`src/rtl/twiddle_cmul_5.sv`:
```
// Complex twiddle multiply Y=X*W via four serial products on a shared multiplier_5; ~4*(2+max(mask,mult))+1 cycles.
// in_ready only in IDLE; a finished Y is held with out_valid until out_ready, and a product timeout sets sticky err.
module twiddle_cmul_5 #(
    parameter int SCALE_SHIFT = 0,
    parameter int RDY_MASK    = 2,
    parameter int TIMEOUT     = 64
) (
    input  logic        clk,
    input  logic        rst_n,
    input  logic        in_valid,
    output logic        in_ready,
    input  logic [8:0]  x_re,
    input  logic [8:0]  x_im,
    input  logic [8:0]  w_re,
    input  logic [8:0]  w_im,
    output logic [8:0]  mul_a,
    output logic [8:0]  mul_b,
    output logic        mul_rst_n,
    input  logic [16:0] mul_prdct,
    input  logic        mul_rdy,
    output logic        out_valid,
    input  logic        out_ready,
    output logic [17:0] y_re,
    output logic [17:0] y_im,
    output logic        err
);

    localparam int MCW = (RDY_MASK < 2) ? 1 : $clog2(RDY_MASK + 1);
    localparam int WCW = (TIMEOUT < 2) ? 1 : $clog2(TIMEOUT + 1);

    typedef enum logic [2:0] {
        S_IDLE,
        S_START,
        S_WAIT,
        S_ACC,
        S_DONE
    } state_t;

    state_t             state_q, state_d;
    logic [1:0]         idx_q, idx_d;
    logic [8:0]         xr_q, xr_d, xi_q, xi_d, wr_q, wr_d, wi_q, wi_d;
    logic [MCW-1:0]     mask_q, mask_d;
    logic [WCW-1:0]     wait_q, wait_d;
    logic [15:0]        prod_q, prod_d;
    logic signed [17:0] acc_re_q, acc_re_d, acc_im_q, acc_im_d;
    logic signed [17:0] y_re_q, y_re_d, y_im_q, y_im_d;
    logic               out_valid_q, out_valid_d;
    logic               in_ready_q, in_ready_d;
    logic [8:0]         mul_a_q, mul_a_d, mul_b_q, mul_b_d;
    logic               mul_rst_n_q, mul_rst_n_d;
    logic               err_q, err_d;
    logic signed [17:0] p_ext;
    logic [17:0]        ops;

    // Bit 16 of the multiplier result carries no information for this stage.
    logic unused_prdct_msb;
    assign unused_prdct_msb = mul_prdct[16];

    function automatic logic [17:0] pick_ops(input logic [1:0] i, input logic [8:0] xr, input logic [8:0] xi,
                                             input logic [8:0] wr, input logic [8:0] wi);
        logic [17:0] r;
        case (i)
            2'd0:    r = {xr, wr};
            2'd1:    r = {xi, wi};
            2'd2:    r = {xr, wi};
            default: r = {xi, wr};
        endcase
        return r;
    endfunction

    // Signed product from the latched magnitude and the operand signs still held on mul_a/mul_b.
    always_comb begin
        p_ext = (mul_a_q[8] ^ mul_b_q[8]) ? -$signed({2'b00, prod_q}) : $signed({2'b00, prod_q});
    end

    always_comb begin
        state_d  = state_q;
        idx_d    = idx_q;
        xr_d     = xr_q;
        xi_d     = xi_q;
        wr_d     = wr_q;
        wi_d     = wi_q;
        mask_d   = mask_q;
        wait_d   = wait_q;
        prod_d   = prod_q;
        acc_re_d = acc_re_q;
        acc_im_d = acc_im_q;
        y_re_d   = y_re_q;
        y_im_d   = y_im_q;
        err_d    = err_q;
        mul_a_d  = mul_a_q;
        mul_b_d  = mul_b_q;
        ops      = '0;

        case (state_q)
            S_IDLE: begin
                if (in_valid && in_ready_q) begin
                    xr_d    = x_re;
                    xi_d    = x_im;
                    wr_d    = w_re;
                    wi_d    = w_im;
                    idx_d   = 2'd0;
                    state_d = S_START;
                end
            end
            S_START: begin
                mask_d  = MCW'(RDY_MASK);
                wait_d  = '0;
                state_d = S_WAIT;
            end
            S_WAIT: begin
                wait_d = wait_q + 1'b1;
                if (mask_q != '0) begin
                    mask_d = mask_q - 1'b1;
                end
                if (mask_q == '0 && mul_rdy) begin
                    prod_d  = mul_prdct[15:0];
                    state_d = S_ACC;
                end else if (wait_q == WCW'(TIMEOUT - 1)) begin
                    prod_d  = '0;
                    err_d   = 1'b1;
                    state_d = S_ACC;
                end
            end
            S_ACC: begin
                if (idx_q == 2'd1) begin
                    acc_re_d = acc_re_q - p_ext;
                end else if (idx_q == 2'd0) begin
                    acc_re_d = acc_re_q + p_ext;
                end else begin
                    acc_im_d = acc_im_q + p_ext;
                end
                if (idx_q == 2'd3) begin
                    y_re_d  = acc_re_d >>> SCALE_SHIFT;
                    y_im_d  = acc_im_d >>> SCALE_SHIFT;
                    state_d = S_DONE;
                end else begin
                    idx_d   = idx_q + 2'd1;
                    state_d = S_START;
                end
            end
            S_DONE: begin
                if (out_ready) begin
                    acc_re_d = '0;
                    acc_im_d = '0;
                    state_d  = S_IDLE;
                end
            end
            default: state_d = S_IDLE;
        endcase

        if (state_d == S_START) begin
            ops     = pick_ops(idx_d, xr_d, xi_d, wr_d, wi_d);
            mul_a_d = ops[17:9];
            mul_b_d = ops[8:0];
        end
        in_ready_d  = (state_d == S_IDLE);
        out_valid_d = (state_d == S_DONE);
        mul_rst_n_d = (state_d != S_START);
    end

    always_ff @(posedge clk) begin
        if (!rst_n) begin
            state_q     <= S_IDLE;
            idx_q       <= '0;
            xr_q        <= '0;
            xi_q        <= '0;
            wr_q        <= '0;
            wi_q        <= '0;
            mask_q      <= '0;
            wait_q      <= '0;
            prod_q      <= '0;
            acc_re_q    <= '0;
            acc_im_q    <= '0;
            y_re_q      <= '0;
            y_im_q      <= '0;
            out_valid_q <= 1'b0;
            in_ready_q  <= 1'b0;
            mul_a_q     <= '0;
            mul_b_q     <= '0;
            mul_rst_n_q <= 1'b0;
            err_q       <= 1'b0;
        end else begin
            state_q     <= state_d;
            idx_q       <= idx_d;
            xr_q        <= xr_d;
            xi_q        <= xi_d;
            wr_q        <= wr_d;
            wi_q        <= wi_d;
            mask_q      <= mask_d;
            wait_q      <= wait_d;
            prod_q      <= prod_d;
            acc_re_q    <= acc_re_d;
            acc_im_q    <= acc_im_d;
            y_re_q      <= y_re_d;
            y_im_q      <= y_im_d;
            out_valid_q <= out_valid_d;
            in_ready_q  <= in_ready_d;
            mul_a_q     <= mul_a_d;
            mul_b_q     <= mul_b_d;
            mul_rst_n_q <= mul_rst_n_d;
            err_q       <= err_d;
        end
    end

    assign in_ready  = in_ready_q;
    assign out_valid = out_valid_q;
    assign y_re      = y_re_q;
    assign y_im      = y_im_q;
    assign mul_a     = mul_a_q;
    assign mul_b     = mul_b_q;
    assign mul_rst_n = mul_rst_n_q;
    assign err       = err_q;

endmodule

```
`config.mk`:
```
export PLATFORM = sky130hd
export DESIGN_NAME = twiddle_cmul_5
export DESIGN_NICKNAME = d
export VERILOG_FILES = /design/src/rtl/twiddle_cmul_5.sv
export SDC_FILE = /design/constraint.sdc
export NUM_CORES = 1
export LEC_CHECK = 0
export ABC_AREA = 1
export CORE_MARGIN = 2
export CORE_UTILIZATION = 52
export CTS_CLUSTER_SIZE = 25
export DETAILED_ROUTE_END_ITERATION = 16
export PLACE_DENSITY = 0.75
export SETUP_SLACK_MARGIN = 0.15
export SKIP_CTS_REPAIR_TIMING = 1
export SLEW_MARGIN = 0
export SYNTH_ARGS = -nofsm -noshare
export SYNTH_HDL_FRONTEND = slang
export SYNTH_SLANG_ARGS = --single-unit
```
`constraint.sdc`:
```
create_clock -name clk -period 7.5 [get_ports clk]
set_input_delay 0.75 -clock clk [delete_from_list [all_inputs] [get_ports clk]]
set_output_delay 0.75 -clock clk [all_outputs]
set_load 0.02 [all_outputs]
```
## After elaboration in Yosys (flattened, before gate mapping)

Index checks and enable logic that the tools add are counted.

| word-level totals | value |
|---|---|
| register bits | 160 |
| bits of input ports | 58 |
| output and inout bits | 58 |
| word-level logic and storage cells | 89 |

| operators by class | value |
|---|---|
| $add $sub $neg | 7 |
| equality and inequality tests | 14 |
| multiplexer cells | 31 |
| bitwise operators | 2 |
| reductions and logical operators | 16 |

Operator list:

| operator | number |
|---|---|
| 2-to-1 mux 18 bit | 6 |
| 2-to-1 mux 9 bit | 8 |
| case mux 18 bit (2 select lines) | 2 |
| case mux 18 bit (3 select lines) | 1 |
| adder 18 bit | 2 |
| 2-to-1 mux 16 bit | 2 |
| negation 16 -> 18 bit | 1 |
| subtractor 18 bit | 1 |
| 2-to-1 mux 3 bit | 5 |
| case mux 3 bit (5 select lines) | 1 |
| case mux 7 bit (2 select lines) | 1 |
| case mux 2 bit (2 select lines) | 2 |
| AND reduction 2 bit | 4 |
| nonzero test 2 bit | 4 |
| adder 7 x 1 -> 7 bit, second input constant | 1 |
| equality test 7 x 6 -> 1 bit, second input constant | 1 |
| equality test 3 x 1 -> 1 bit, second input constant | 2 |
| equality test 3 x 2 -> 1 bit, second input constant | 2 |
| equality test 3 bit, second input constant | 2 |
| zero test 2 bit | 3 |
| zero test 3 bit | 2 |
| 2-to-1 mux 2 bit | 3 |
| equality test 2 x 1 -> 1 bit, second input constant | 2 |
| equality test 2 bit, second input constant | 2 |
| 8 further kinds | 10 |

## Depth between registers and ports, before layout

Gate-level depths: netlist of the first run.

| depth | value |
|---|---|
| word-level depth | 6 |
| gate-level depth with buffers | 25 |
| mapped depth without buffers | 24 |

## Least setup slack after synthesis of the first run

OpenSTA, ideal clock, no wires.

| path | value |
|---|---|
| kind | register -> register |
| start point | register mul_b_q[8], in the netlist mul_b[8] |
| end point | register y_im_q[12], in the netlist y_im[12] |
| library setup time | 113 ps |
| arrival | 3067 ps |
| data required time | 7387 ps |
| setup slack | 4320 ps |
| cell stages (with the launch flop) | 19 |
| buffers on the path | 2 |
| clock period less this slack | 3180 ps |
| cell sequence | dfxtp_1 > or2_1 > and2_1 > clkbuf_1 > clkbuf_1 > o21ai_0 > inv_1 > fa_1 > inv_1 > nand3_1 > nand2_1 > nand3_1 > nand2_1 > a21oi_1 > or2_2 > nand3_1 > nand2_1 > o21ai_1 > inv_1 |

| between the ends | value |
|---|---|
| word-level cells in the longest chain between the ends | 5 |

Ends and longest elaborated chain:

| what | RTL line | RTL |
|---|---|---|
| start: declaration | 49 | `logic [8:0] mul_a_q, mul_a_d, mul_b_q, mul_b_d;` |
| start signal: assignment | 200 | `mul_b_q <= mul_b_d;` |
| bitwise XOR 1 bit | 73 | `p_ext = (mul_a_q[8] ^ mul_b_q[8]) ? -$signed({2'b00, prod_q}) : $signed({2'b00, prod_q});` |
| 2-to-1 mux 18 bit | 73 |  |
| adder 18 bit | 131 | `acc_im_d = acc_im_q + p_ext;` |
| 2-to-1 mux 18 bit | 128 | `end else if (idx_q == 2'd0) begin` |
| 2-to-1 mux 18 bit | 126 | `if (idx_q == 2'd1) begin` |
| end signal: assignment | 196 | `y_im_q <= y_im_d;` |
| end: declaration | 46 | `logic signed [17:0] y_re_q, y_re_d, y_im_q, y_im_d;` |

No other way between the ends.
A chain may end at the register's enable or synchronous reset.

## Final worst setup path of the first run

| path | value |
|---|---|
| start point | register prod_q[0] |
| end point | register acc_re_q[17] |

| between the ends | value |
|---|---|
| word-level cells in the longest chain between the ends | 6 |
| elaborated cells on any way between the ends | 7 |
| those cells by class | add/sub (3); mux (4) |

Ends and longest elaborated chain:

| what | RTL line | RTL |
|---|---|---|
| start: declaration | 44 | `logic [15:0] prod_q, prod_d;` |
| start signal: assignment | 192 | `prod_q <= prod_d;` |
| negation 16 -> 18 bit | 73 |  |
| 2-to-1 mux 18 bit (*) | 73 |  |
| adder 18 bit | 129 | `acc_re_d = acc_re_q + p_ext;` |
| 2-to-1 mux 18 bit | 128 |  |
| 2-to-1 mux 18 bit (*) | 126 |  |
| case mux 18 bit (2 select lines) (*) | 95 | `case (state_q)` |
| end signal: assignment | 193 | `acc_re_q <= acc_re_d;` |
| end: declaration | 45 | `logic signed [17:0] acc_re_q, acc_re_d, acc_im_q, acc_im_d;` |

Every way passes the cells marked *; elsewhere a longest branch is shown, timed or not.

==> metrics.md, run 1 <==
| Metric | Value |
|---|---|
| Status | finished clean |
| CP peak stage delay | 0.47 ns |
| WS Path Type | flip-flop to flip-flop |
| Drt pass-1 iters | 5 |
| Max Slew Vio Count | 0 |
| Vias per cell | 5.36 |
| Top Family by Delay on Critical Path | simple AND/OR/NAND/NOR gates |
| CP Cell Sequence | inv_1 > ha_1 > inv_1 > nor3_1 > nand2_1 > nor3_1 > nand3_1 > nor2_1 > nor2_1 > xor2_1 > inv_1 > ha_1 > nand2_1 > nor3_1 > and2_1 > nand2_1 > nand2_1 > nand2_1 > nand3_1 > nand3_1 > nand2_1 > a21oi_1 |
| RSZ-0062 raised after global routing | no |
| Max-cap violations | 0 |
| Skew-Pair Late Insertion Delay | 0.44 ns |
| Cell Pwr Density | 186 nW/um^2 |
| ANT nets after route | 0 |
| Port bufs | 114 |
| Final Routed Wirelength | 27200 um |
| CTS tree | yes |
| Fillers | 1670 |
| Startpoint Class | flip-flop |
| Post-Syn Area per Cell | 6.67 um^2 |
| Tcrit/Tclk final | 52.5% |
| Vias in the first global route | 8835 |
| Sequential share of the synthesized area | 33.0% |
| EDFF count, synth | 0 |
| Clock Pin Slew Worst Setup and Hold Paths | 0.07 ns |
| I/O pins | 116 |
| Fmax | 254 MHz |
| YS warnings | 0 |
| Commonest non-fill, non-tap cell in the layout | nand2_1 |
| Fin worst setup slack | 3.56 ns |
| Clock Sinks | 160 |
| Synth unique cells | 45 |
| Dominant cells by area after synthesis | dfxtp_1 33%, nand2_1 15%, ha_1 7.3% |
| Wirelength per Cell | 15.2 um |
| Via count of the routed design | 9551 |
| Worst EP required | 7.79 ns |
| Share of layout cells above drive strength 1 | 5.09% |
| Row Count | 49 |
| Area of the multi-input gates | 5680 um^2 |
| Place WS | 3.64 ns |
| Final setup violation count | 0 |
| GRT overflow | 0 |
| Fin. Hold Viols | 0 |
| Crit end category | flip-flop |
| Num CTS Buffers | 17 |
| Htree depth | 4 |
| Largest net degree at the start of global routing | 74 |
| Crit path time final | 3.94 ns |
| Die height | 141 um |
| WP data arrival | 4.23 ns |
| Area grow syn2layout | 19.1% |
| DIE AREA | 19800 um^2 |
| Design area | 11600 um^2 |
| Largest area contributor in the netlist | dfxtp_1 |
| CP max FO | 8 |
| Clock skew | 0.0101 ns |
| ANT cells | 0 |
| Slowest library cell on the worst path | ha_1 |
| Initial Util | 53.5% |
| Die X-Extent | 141 um |
| Antenna violations before repair | 0 |
| Mapped Cells | 1455 |
| Leak | 5.11 nW |
| Slew at the pin with the worst max-slew slack | 0.824 ns |
| #FFs+latches synth | 160 |
| Clk root buf | clkbuf_16 |
| Post-DP HPWL | 19500 um |
| Aggregate negative setup slack | 0 ns |
| Commonest cells after routing, fill and taps aside | 384 x nand2_1, 160 x dfxtp_1, 158 x nor2_1 |
| Overall Global Routing Usage | 27.6% |
| Seq. cell area | 3200 um^2 |
| Critical path buffers and inverters | 3 |
| Layout Utilization | 63.7% |
| # DRC | 0 |
| Initial DRC Count | 650 |
| CP most frequent cell | nand2_1 |
| Post-synthesis cell area | 9710 um^2 |
| Core Area | 18100 um^2 |
| Top FF cell, synth | dfxtp_1 |
| Global-route wire length before repair | 44000 um |
| Synthesized net count | 1573 |
| Peak VDD IR | 0.000156 V |
| Post-synth ARST share | 0% |
| Top cell type's share of synthesized area | 33.0% |
| Final GP Congestion | 0.918 |
| Clk buf depth | 2 |
| Placed Instance Area | 11000 um^2 |
| Final #Nets | 1658 |
| Slew Limit Headroom | 44.5% |
| Path type of the worst min-delay path | flip-flop to flip-flop |
-- layer usage --
metal  vias to the layer above  track usage (%)  wire length [um]
met5                         -                0                 0
met4                         0             7.53               449
met3                        43             4.76              1460
met2                       213             46.2             12700
met1                      4415             36.9             12500
li1                       4880                -                 -
-- cells by family (layout without fill, tap and decap cells) --
| logic type | Yosys count | after routing | share of synthesized area [%] |
|---|---|---|---|
| fa+ha+maj | 60 | 60 | 7.96 |
| mux | 35 | 35 | 3.61 |
| xor+xnor | 27 | 27 | 2.43 |
| buf+inv | 215 | 313 | 8.63 |
| simple gates | 701 | 701 | 30.0 |
| flops | 160 | 160 | 33.0 |
| compound gates | 257 | 257 | 14.4 |
-- cell usage after synthesis, drive strengths merged (9+ instances only) --
library cell,instances
nand2,386
nor2,163
dfxtp,160
inv,157
a21oi,134
nand3,99
o21ai,85
ha,57
clkbuf,38
mux2i,35
xor2,24
or2,22
buf,17
nand4,15
o211ai,12
nor3,9
o21bai,9
-- report_power, final --
part           internal, W  switching [W]
sequential        0.000876      0.0000130
combinational     0.000138       0.000229
clock             0.000475       0.000417
-- cell type report --
| type | count | share of cell area [%] |
|---|---|---|
| clock buffers | 17 | 3.68 |
| inverters | 160 | 5.24 |
| flip-flops and latches | 160 | 27.7 |
| clock inverters | 15 | 1.48 |
| well taps | 229 | 2.48 |
| repair buffers | 121 | 10.3 |
| multi-input cells | 1080 | 49.1 |
-- registers in the layout, summed over array words and instances, names as in the netlist, 2 cells and up --
signal    flops
acc_im_q     18
acc_re_q     18
idx_q         2
mask_q        2
mul_a         9
mul_b         9
prod_q       16
state_q       3
wait_q        7
wi_q          9
wr_q          9
xi_q          9
xr_q          9
y_im         18
y_re         18
-- worst reg2reg max path: stages, from the launching register on --
cell and delay, ns:
dfxtp_1 0.44, inv_1 0.19, ha_1 0.16, inv_1 0.05, nor3_1 0.17, nand2_1 0.12
nor3_1 0.29, nand3_1 0.15, nor2_1 0.11, nor2_1 0.05, xor2_1 0.30, inv_1 0.20
ha_1 0.47, nand2_1 0.16, nor3_1 0.26, and2_1 0.19, nand2_1 0.06, nand2_1 0.06
nand2_1 0.05, nand3_1 0.08, nand3_1 0.10, nand2_1 0.07, a21oi_1 0.07
-- metrics by stage --
step / cells / hold slack (ns) / total power, W
finish: 1782 / 0.462 / 0.00215
detailed placement: 1750 / 0.454 / 0.00127
global placement: 1750 / 0.436 / 0.00127
global route: 1782 / 0.484 / 0.00224
floorplan: 1455 / 0.422 / 0.00116
CTS: 1782 / 0.464 / 0.00216
-- final timing paths --
kind | from | endpoint | slack, ns | cells past startpoint
worst min register to register | mask_q[0] | mask_q[0] | 0.46 | 1
worst max-delay path | prod_q[0] | acc_re_q[17] | 3.56 | 22
worst max register to register | prod_q[0] | acc_re_q[17] | 3.56 | 22
worst min-delay path | mask_q[0] | mask_q[0] | 0.46 | 1
(Power assumes the default switching activity.)
==> run 2: changes to the inputs <==
--- a/config.mk
+++ b/config.mk
@@ -7,10 +7,10 @@
 export LEC_CHECK = 0
 export ABC_AREA = 1
 export CORE_MARGIN = 2
-export CORE_UTILIZATION = 52
+export CORE_UTILIZATION = 51
 export CTS_CLUSTER_SIZE = 25
 export DETAILED_ROUTE_END_ITERATION = 16
-export PLACE_DENSITY = 0.75
+export PLACE_DENSITY = 0.77
 export SETUP_SLACK_MARGIN = 0.15
 export SKIP_CTS_REPAIR_TIMING = 1
 export SLEW_MARGIN = 0
==> constraint.sdc (replaced) <==
create_clock -name clk -period 3.4 [get_ports clk]
set_input_delay 0.34 -clock clk [delete_from_list [all_inputs] [get_ports clk]]
set_output_delay 0.34 -clock clk [all_outputs]
set_load 0.02 [all_outputs]
==> metrics.md, run 2 (synthesis results as in run 1) <==
| Metric | Value |
|---|---|
| CP max FO | 6 |
| Peak VDD IR | 0.000354 V |
| GRT overflow | 0 |
| Leak | 5.44 nW |
| Initial DRC Count | 775 |
| Num CTS Buffers | 17 |
| Commonest cells after routing, fill and taps aside | 372 x nand2_1, 159 x dfxtp_1, 150 x nor2_1 |
| Tcrit/Tclk final | 91.1% |
| Initial Util | 51.9% |
| CP Cell Sequence | inv_4 > ha_4 > inv_2 > nor3_4 > nand2_2 > nor3_4 > nand3_2 > nor2_1 > nor2_1 > xor2_1 > inv_2 > buf_4 > ha_4 > inv_2 > nor3_4 > nand3_2 > nand3_2 > nand3_2 > nand2_1 > nand2_1 > o211ai_1 > inv_1 |
| Wirelength per Cell | 15.8 um |
| Crit end category | flip-flop |
| Reg2reg path depth | 22 |
| Vias in the first global route | 9131 |
| Vias per cell | 5.39 |
| Cells on Worst Hold Path | 3 |
| Fin. Hold Viols | 0 |
| Worst EP required | 3.73 ns |
| Share of layout cells above drive strength 1 | 13.0% |
| Final GP Congestion | 0.944 |
| Antenna violations before repair | 0 |
| Routed length on met1 | 13100 um |
| Met3 wire length | 1560 um |
| Crit Reg-Reg Endpoint | y_im[16] |
| Drt pass-1 iters | 6 |
| Cell Pwr Density | 394 nW/um^2 |
| Clock skew | 0.0127 ns |
| Die height | 142 um |
| Max Slew Vio Count | 0 |
| Total Power | 0.00488 W |
| Final setup violation count | 0 |
| Commonest non-fill, non-tap cell in the layout | nand2_1 |
| CTS tree | yes |
| Seq. cell area | 3210 um^2 |
| Hold Path Origin | mul_prdct[1] |
| Fillers | 1619 |
| Area grow syn2layout | 27.5% |
| Final #Nets | 1701 |
| Slew at the pin with the worst max-slew slack | 0.847 ns |
| Clk root buf | clkbuf_16 |
| Final Routed Wirelength | 28800 um |
| Final non-filler cell total | 1830 |
| WS Path Type | flip-flop to flip-flop |
| Max-cap violations | 0 |
| Path type of the worst min-delay path | primary input to flip-flop |
| DIE AREA | 20200 um^2 |
| Critical path buffers and inverters | 6 |
| Die X-Extent | 142 um |
| Global-route wire length before repair | 45800 um |
| Clock Sinks | 160 |
| Overall Global Routing Usage | 28.6% |
| Fmax | 323 MHz |
| ANT cells | 0 |
| Status | finished clean |
| CP most frequent cell | nand3_2 |
| Min-Delay Endpoint | prod_q[1] |
| Top sig layer | met4 |
| Post-DP HPWL | 20600 um |
| RSZ-0062 raised after global routing | yes |
| Layout Utilization | 66.2% |
| Slew Limit Headroom | 43.4% |
| Reg2reg start | prod_q[1] |
| Largest net degree at the start of global routing | 59 |
| Core Area | 18700 um^2 |
| CP peak stage delay | 0.37 ns |
| Placed insts | 1792 |
| Top Family by Delay on Critical Path | simple AND/OR/NAND/NOR gates |
| Startpoint Class | flip-flop |
| Clk buf depth | 2 |
| WP data arrival | 3.43 ns |
| Wire length on met2 | 13500 um |
| Skew-Pair Late Insertion Delay | 0.44 ns |
| Via count of the routed design | 9862 |
| Port bufs | 114 |
| Row Count | 50 |
| I/O pins | 116 |
| Crit path time final | 3.10 ns |
| Clock Pin Slew Worst Setup and Hold Paths | 0.07 ns |
| Slowest library cell on the worst path | dfxtp_4 |
| Flop2flop setup slack | 0.30 ns |
| # DRC | 0 |
| Htree depth | 4 |
| ANT nets after route | 0 |
| Area of the multi-input gates | 6100 um^2 |
[run 2: changes by cell type in the layout (fill, tap and decap cells not counted), moves of 9 or more]
cell     before  now
buf_4         7   49
ha_4          0   10
a21oi_1     132  117
nand3_1      98   86
nand2_1     384  372
ha_1         57   46
nand2_2       1   11
a21oi_2       2   16
o21ai_0      66   53
nand3_2       1   13
inv_1       145  136
o21ai_1      18   28
[run 2: metal layers]
metal | GRT usage (%) | up-vias
met3 | 3.94 | 45
met4 | 10.2 | 0
met1 | 38.7 | 4575
met2 | 46.8 | 281
li1 | - | 4961
met5 | 0 | -
[run 2: area by class of cell]
type | count | area share, %
flip-flops and latches | 160 | 25.9
repair buffers | 164 | 12.3
multi-input cells | 1080 | 49.3
inverters | 160 | 4.97
clock buffers | 17 | 3.44
clock inverters | 15 | 1.67
well taps | 234 | 2.36
[run 2: stage by stage]
| stage | setup slack [ns] | TNS, ns | hold WS [ns] | instance area [um^2] |
|---|---|---|---|---|
| floorplan | 0.220 | 0 | 0.422 | 9710 |
| global placement | 0.0401 | 0 | 0.434 | 11300 |
| detailed placement | -0.0270 | -0.0270 | 0.448 | 11300 |
| CTS | -0.0280 | -0.0904 | 0.447 | 11900 |
| global route | 0.0649 | 0 | 0.453 | 12400 |
| finish | 0.303 | 0 | 0.457 | 12400 |
[run 2: report_power, final]
part           switching (W)  leakage [nW]  internal, W
registers          0.0000309          1.29      0.00193
logic               0.000548          3.85     0.000370
clock network       0.000982         0.302      0.00101
total                0.00156          5.44      0.00332
[run 2: worst max path at each step]
stage	to	slack, ns	startpoint	cells after the start
after CTS	y_re[17]	-0.03	prod_q[1]	22
after floorplan	y_im[12]	0.22	mul_b[8]	18
after global placement	y_re[15]	0.04	prod_q[1]	22
after global routing	y_im[16]	0.06	prod_q[1]	22
final	y_im[16]	0.30	prod_q[1]	22
after detailed placement	y_re[15]	-0.03	prod_q[1]	22
[run 2: tightest hold or removal path: stages]
cell             delay, ns
clkdlybuf4s50_1       0.39
nand2_1               0.06
a21oi_1               0.06
==> run 3: changes to the inputs <==
--- a/config.mk
+++ b/config.mk
@@ -6,6 +6,7 @@
 export NUM_CORES = 1
 export LEC_CHECK = 0
 export ABC_AREA = 1
+export CAP_MARGIN = 5
 export CORE_MARGIN = 2
 export CORE_UTILIZATION = 51
 export CTS_CLUSTER_SIZE = 25
==> results of run 3 <==
Same layout as run 2: the final DEF is identical, and so are final timing and power.
